`config.mk`:
```
export PLATFORM = sky130hd
export DESIGN_NAME = led_matrix_scan_gen
export DESIGN_NICKNAME = d
export VERILOG_FILES = /design/src/rtl/led_matrix_scan_gen.sv
export SDC_FILE = /design/constraint.sdc
export NUM_CORES = 1
export LEC_CHECK = 0
export BUFFER_PORTS_ARGS = -buffer_cell sky130_fd_sc_hd__buf_2
export CAP_MARGIN = 20
export CORE_MARGIN = 1.5
export CORE_UTILIZATION = 55
export DETAILED_ROUTE_END_ITERATION = 8
export PLACE_DENSITY_LB_ADDON = 0.25
export SYNTH_ARGS = -nofsm -noshare
export SYNTH_HDL_FRONTEND = slang
export SYNTH_SLANG_ARGS = --single-unit
```
`constraint.sdc`:
```
create_clock -name clk -period 8.81 [get_ports clk]
set_input_delay 1.762 -clock clk [delete_from_list [all_inputs] [get_ports clk]]
set_output_delay 1.762 -clock clk [all_outputs]
set_load 0.005 [all_outputs]
```
`src/rtl/led_matrix_scan_gen.sv`:
```
`default_nettype none
// ============================================================================
//  Module      : led_matrix_scan_gen
//  Description : Row-scanned LED matrix driver with per-pixel grey-scale PWM,
//                CH colour channels, an internal framebuffer written through a
//                valid/ready port, anti-ghost blanking, a bulk clear sweep and
//                global invert.
//  Revision    : 1.0 - initial release
// ============================================================================
module led_matrix_scan_gen #(
    parameter  int ROWS      = 8,
    parameter  int COLS      = 8,
    parameter  int CH        = 2,
    parameter  int GRAY_BITS = 4,
    parameter  int PRESCALE  = 1,
    parameter  int BLANK_CYC = 4,
    localparam int c_rw      = (ROWS > 1) ? $clog2(ROWS) : 1,
    localparam int c_cw      = (COLS > 1) ? $clog2(COLS) : 1,
    localparam int c_dw      = CH * GRAY_BITS
) (
    input  logic              clk,
    input  logic              rst,
    input  logic              clear,
    input  logic              invert,
    input  logic              wr_valid,
    output logic              wr_ready,
    input  logic [c_rw-1:0]   wr_row,
    input  logic [c_cw-1:0]   wr_col,
    input  logic [c_dw-1:0]   wr_data,
    output logic [ROWS-1:0]   row_n,
    output logic [CH*COLS-1:0] col,
    output logic [c_rw-1:0]   scan_row,
    output logic              frame_start
);

    localparam int c_pw = (PRESCALE > 1) ? $clog2(PRESCALE) : 1;
    localparam int c_bw = (BLANK_CYC > 1) ? $clog2(BLANK_CYC) : 1;

    localparam logic [GRAY_BITS-1:0] c_pcnt_max  = '1;
    localparam logic [c_pw-1:0]      c_presc_max = c_pw'(PRESCALE - 1);
    localparam logic [c_bw-1:0]      c_blank_max = c_bw'(BLANK_CYC - 1);
    localparam logic [c_rw-1:0]      c_row_max   = c_rw'(ROWS - 1);

    typedef enum logic [1:0] {
        ST_BLANK  = 2'd0,
        ST_ACTIVE = 2'd1,
        ST_CLEAR  = 2'd2
    } state_t;

    state_t                r_state;
    logic [c_rw-1:0]       r_scan_row;
    logic [c_bw-1:0]       r_bcnt;
    logic [c_rw-1:0]       r_ccnt;
    logic [GRAY_BITS-1:0]  r_pcnt;
    logic [c_pw-1:0]       r_presc;

    logic [c_dw-1:0]       r_fb     [ROWS][COLS];
    logic [c_dw-1:0]       r_shadow [COLS];

    logic                  w_wr_ready;
    logic                  w_we;
    logic                  w_blank_last;
    logic [CH*COLS-1:0]    w_lit;
    logic                  w_row_any;

    // A write is refused while clearing or when a clear is being requested.
    assign w_wr_ready   = !rst && (r_state != ST_CLEAR) && !clear;
    assign wr_ready     = w_wr_ready;
    // Out-of-range addresses are handshaken but never reach the framebuffer.
    assign w_we         = wr_valid && w_wr_ready
                          && (32'(wr_row) < ROWS) && (32'(wr_col) < COLS);
    assign w_blank_last = (r_state == ST_BLANK) && (r_bcnt == c_blank_max);
    assign scan_row     = r_scan_row;

    // Per-pixel PWM compare on the displayed level; a row with nothing that
    // can light keeps its row driver off for the whole slot.
    always_comb begin
        logic [GRAY_BITS-1:0] w_lvl;
        w_lit     = '0;
        w_row_any = 1'b0;
        w_lvl     = '0;
        for (int c = 0; c < CH; c++) begin
            for (int j = 0; j < COLS; j++) begin
                w_lvl = r_shadow[j][c*GRAY_BITS +: GRAY_BITS];
                if (invert) begin
                    w_lvl = ~w_lvl;
                end
                w_lit[c*COLS + j] = (w_lvl > r_pcnt);
                if (w_lvl != '0) begin
                    w_row_any = 1'b1;
                end
            end
        end
    end

    // Scan sequencer: BLANK -> ACTIVE per row, with clear taking priority.
    always_ff @(posedge clk) begin
        if (rst) begin
            r_state    <= ST_BLANK;
            r_scan_row <= '0;
            r_bcnt     <= '0;
            r_ccnt     <= '0;
            r_pcnt     <= '0;
            r_presc    <= '0;
        end else if (clear) begin
            r_state    <= ST_CLEAR;
            r_ccnt     <= '0;
            r_bcnt     <= '0;
            r_pcnt     <= '0;
            r_presc    <= '0;
        end else begin
            case (r_state)
                ST_BLANK: begin
                    if (r_bcnt == c_blank_max) begin
                        r_bcnt  <= '0;
                        r_pcnt  <= '0;
                        r_presc <= '0;
                        r_state <= ST_ACTIVE;
                    end else begin
                        r_bcnt <= r_bcnt + 1'b1;
                    end
                end
                ST_ACTIVE: begin
                    if (r_presc == c_presc_max) begin
                        r_presc <= '0;
                        if (r_pcnt == c_pcnt_max) begin
                            r_pcnt     <= '0;
                            r_state    <= ST_BLANK;
                            r_scan_row <= (r_scan_row == c_row_max) ? '0 : r_scan_row + 1'b1;
                        end else begin
                            r_pcnt <= r_pcnt + 1'b1;
                        end
                    end else begin
                        r_presc <= r_presc + 1'b1;
                    end
                end
                ST_CLEAR: begin
                    if (r_ccnt == c_row_max) begin
                        r_ccnt     <= '0;
                        r_bcnt     <= '0;
                        r_scan_row <= '0;
                        r_state    <= ST_BLANK;
                    end else begin
                        r_ccnt <= r_ccnt + 1'b1;
                    end
                end
                default: begin
                    r_state <= ST_BLANK;
                end
            endcase
        end
    end

    // Framebuffer: one row wiped per CLEAR cycle, host writes otherwise.
    always_ff @(posedge clk) begin
        if (rst) begin
            for (int r = 0; r < ROWS; r++) begin
                for (int j = 0; j < COLS; j++) begin
                    r_fb[r][j] <= '0;
                end
            end
        end else begin
            if (r_state == ST_CLEAR) begin
                for (int j = 0; j < COLS; j++) begin
                    r_fb[r_ccnt][j] <= '0;
                end
            end
            if (w_we) begin
                r_fb[wr_row][wr_col] <= wr_data;
            end
        end
    end

    // Shadow row latched on the last BLANK cycle, forwarding a same-cycle
    // write so the slot shows the freshest data without a tear mid-slot.
    always_ff @(posedge clk) begin
        if (rst) begin
            for (int j = 0; j < COLS; j++) begin
                r_shadow[j] <= '0;
            end
        end else if (w_blank_last && !clear) begin
            for (int j = 0; j < COLS; j++) begin
                if (w_we && (wr_row == r_scan_row) && (wr_col == c_cw'(j))) begin
                    r_shadow[j] <= wr_data;
                end else begin
                    r_shadow[j] <= r_fb[r_scan_row][j];
                end
            end
        end
    end

    // Registered pin drive: row/column outputs lag the sequencer by one cycle.
    always_ff @(posedge clk) begin
        if (rst) begin
            row_n       <= '1;
            col         <= '0;
            frame_start <= 1'b0;
        end else begin
            row_n <= '1;
            if ((r_state == ST_ACTIVE) && w_row_any) begin
                row_n[r_scan_row] <= 1'b0;
            end
            col         <= (r_state == ST_ACTIVE) ? w_lit : '0;
            frame_start <= (r_state == ST_BLANK) && (r_scan_row == '0) && (r_bcnt == '0);
        end
    end

endmodule
`default_nettype wire

```
==> metrics.cfg <==
[power_and_ir_drop]
clkPwrFrac_pct = 43.0
ir_worst_vdd_uv = 132
seqPwrFrac_pct = 50.9
p_leak_nw = 10.7
swShare_pct = 21.8
switchingPower_mw = 1.44
p_per_area_nw_per_um2 = 206
power.internal_mw = 5.17
power_frac_comb_pct = 6.1

[sta]
skew_ns = 0.0248
rsz0062_at_grt = false
slew_viol_final = 0
hold_viol_final = 0
final.period_utilization_pct = 58.3
worst_slew_pin_slew_ns = 1.18
hold_ws_ns = 0.476
min_period_ns = 5.14
fmax_ghz = 0.195
totalNegativeSetupSlack_ns = 0
setup_viol = 0
slew_headroom_pct = 21.6

[global_routing]
grt-ovfl-total = 0
grt_pass1_vias = 17500
grt_pass1_wl_um = 109000
antenna_found_initial = 1
grt_max_degree = 82
grt_use_total_pct = 27.4

[worst_setup_path]
critPathMaxFanout = 37
crit_arrival_ns = 5.35
worstPathCellList = buf_2, nor4b_4, nand3b_1, o21ai_1, nand2_2, buf_4, o21bai_1
crit_path_end_kind = flop
setup.worst_path.start_class = primary input
cp_data_required_time_ns = 9.02
path_buf_inv = 2
crit_type = in -> reg
max_stage_delay_ns = 0.96
cp_top_family = simple AND/OR/NAND/NOR gates
crit_slowest_cell = nor4b_4

[clock_network]
cts_sinks = 618
ctsResizeCount = 0
cts-buffers-inserted = 66
htreeDepth = 3
clk_pin_slew_ns = 0.06
cts_tree = built
cts_buffer_depth = 3
cts_hold_buf = 0
insertion_delay_ns = 0.61
cts_setup_buffers = 0
cts-root-buf = clkbuf_16

[status]
status = complete, no violations

[drt]
vias = 18400
drc_errors = 0
ant_nets = 0
finalWirelength_um = 73800
drtIter0Drc = 2364
drt-vias-per-instance = 6.25
wire_per_inst_um = 25.1
drtPass1Iterations = 6

[floorplanning]
start_util_pct = 55.7
coreArea_um2 = 52700
die_width_um = 234
pin_count = 48
die_y_um = 234
die-area_um2 = 54700
placementRows = 84

[placed_design]
portBuffers = 47
gp_congestion = 0.891
dp_cells = 2820
hpwl_um = 50800

[yosys]
synth_edf_count = 576
synthCells = 2220
ys.flop_type = edfxtp_1
synthesis.area_um2 = 29300
synth_top_cell_by_area = edfxtp_1
yosys_warnings = 0
syn_nets = 2314
synth_top_area_share_pct = 59.0
synth_seq_cells = 618
ys_seq_area_share_pct = 61.9
avgSynthCellArea_um2 = 13.2
async_flop_share_pct = 0
ys_types = 55
synthTopCellsByArea = edfxtp_1 59%, mux4_2 9.8%, nor2_1 7.8%

[cells_and_area]
final_cell_count_no_fill = 2937
syn2layout_area_growth_pct = 9.52
final_layout_size_suffix_gt1_share_pct = 14.1
nNetsFinal = 2295

[worst_hold_path]
hp-class = reg -> reg

[run]
maxCapViolCount = 0

-- logic make-up after synthesis --
group | after synthesis | synth area share (%)
AOI/OAI and AO/OA | 200 | 4.72
xor gates and xnor gates | 67 | 2.00
DFF | 618 | 61.9
buffers and inverters | 175 | 2.65
and+or+nand+nor | 872 | 12.8
adders and majority gates | 75 | 3.20
muxes | 213 | 12.7
-- flip-flops by register name, summed over array words and instances (netlist names), named ones only --
name	count
r_ccnt	3
scan_row	3
r_bcnt	2
r_pcnt	4
r_shadow	64
r_fb	512
r_state	2
col	16
row_n	8
frame_start	1
-- power groups by stage --
stage | sequential, mW | combinational, mW | clock (mW)
after floorplan | 3.39 | 0.294 | 0
final | 3.37 | 0.403 | 2.85
after global placement | 3.42 | 0.382 | 0
after CTS | 3.37 | 0.398 | 2.86
after detailed placement | 3.43 | 0.397 | 0
after global routing | 3.37 | 0.434 | 2.96
-- cells in the mapped netlist, types with 13 or more instances --
cell,number
xnor2_1,16
a211oi_1,66
ha_1,75
nand2b_1,24
o21ai_0,17
nand4_1,35
nand3_1,13
buf_2,70
mux2i_1,85
nor2_1,610
mux4_2,128
dfxtp_1,42
or4_1,17
o21bai_1,61
a21oi_1,32
nand2_1,117
nor2b_1,15
edfxtp_1,576
clkbuf_1,74
xor2_1,51
inv_1,17
-- through the flow --
stage                     utilization [%]  area, µm²  power (mW)  setup WS, ns
after global placement               56.8      29900        3.80          3.34
final                                61.0      32100        6.61          3.67
after floorplan                         -      29300        3.68          3.56
after global routing                 61.0      32100        6.77          3.46
after detailed placement             56.8      29900        3.82          3.17
after CTS                            60.9      32100        6.62          3.77
-- per-layer routing --
metal / track usage (%) / up-vias / share of wire (%)
met1: 37.1 / 9025 / 39
met3: 5.37 / 161 / 10
met4: 10.7 / 2 / 3.5
met2: 44.0 / 1041 / 47
li1: - / 8125 / -
met5: 0 / - / 0.018
-- final timing paths --
kind / startpoint / endpoint / slack (ns) / cells past startpoint
worst max-delay path: rst / r_fb[1][55]$_SDFFCE_PN0P_ / 3.67 / 7
worst max register to register: r_state[0]$_SDFFE_PP0P_ / r_fb[1][55]$_SDFFCE_PN0P_ / 4.17 / 8
worst min-delay path: r_pcnt[3]$_SDFFE_PP0P_ / r_pcnt[3]$_SDFFE_PP0P_ / 0.48 / 1
worst min register to register: r_pcnt[3]$_SDFFE_PP0P_ / r_pcnt[3]$_SDFFE_PP0P_ / 0.48 / 1
-- cell usage in the layout, fill, tap and decap left out, types with 15 or more instances in the layout --
cell	n
a211oi_1	66
a21oi_1	32
buf_2	46
buf_4	24
clkbuf_16	68
dfxtp_1	39
edfxtp_1	576
ha_1	75
inv_1	17
mux2i_1	85
mux4_2	128
nand2_1	112
nand2b_1	23
nand4_1	35
nor2_1	610
nor2b_1	15
o21ai_0	17
o21bai_1	60
or4_1	17
xnor2_1	16
xor2_1	51
-- cell type report --
type,instances,area (µm²)
Clock buffer,83,1770
Multi-Input combinational cell,1427,10400
Fill cell,3906,20600
Timing Repair Buffer,70,410
Sequential cell,618,18100
Clock inverter,32,422
Antenna cell,1,2.50
Inverter,18,67.6
Tap cell,688,861
Power figures use the tool's default switching activity.
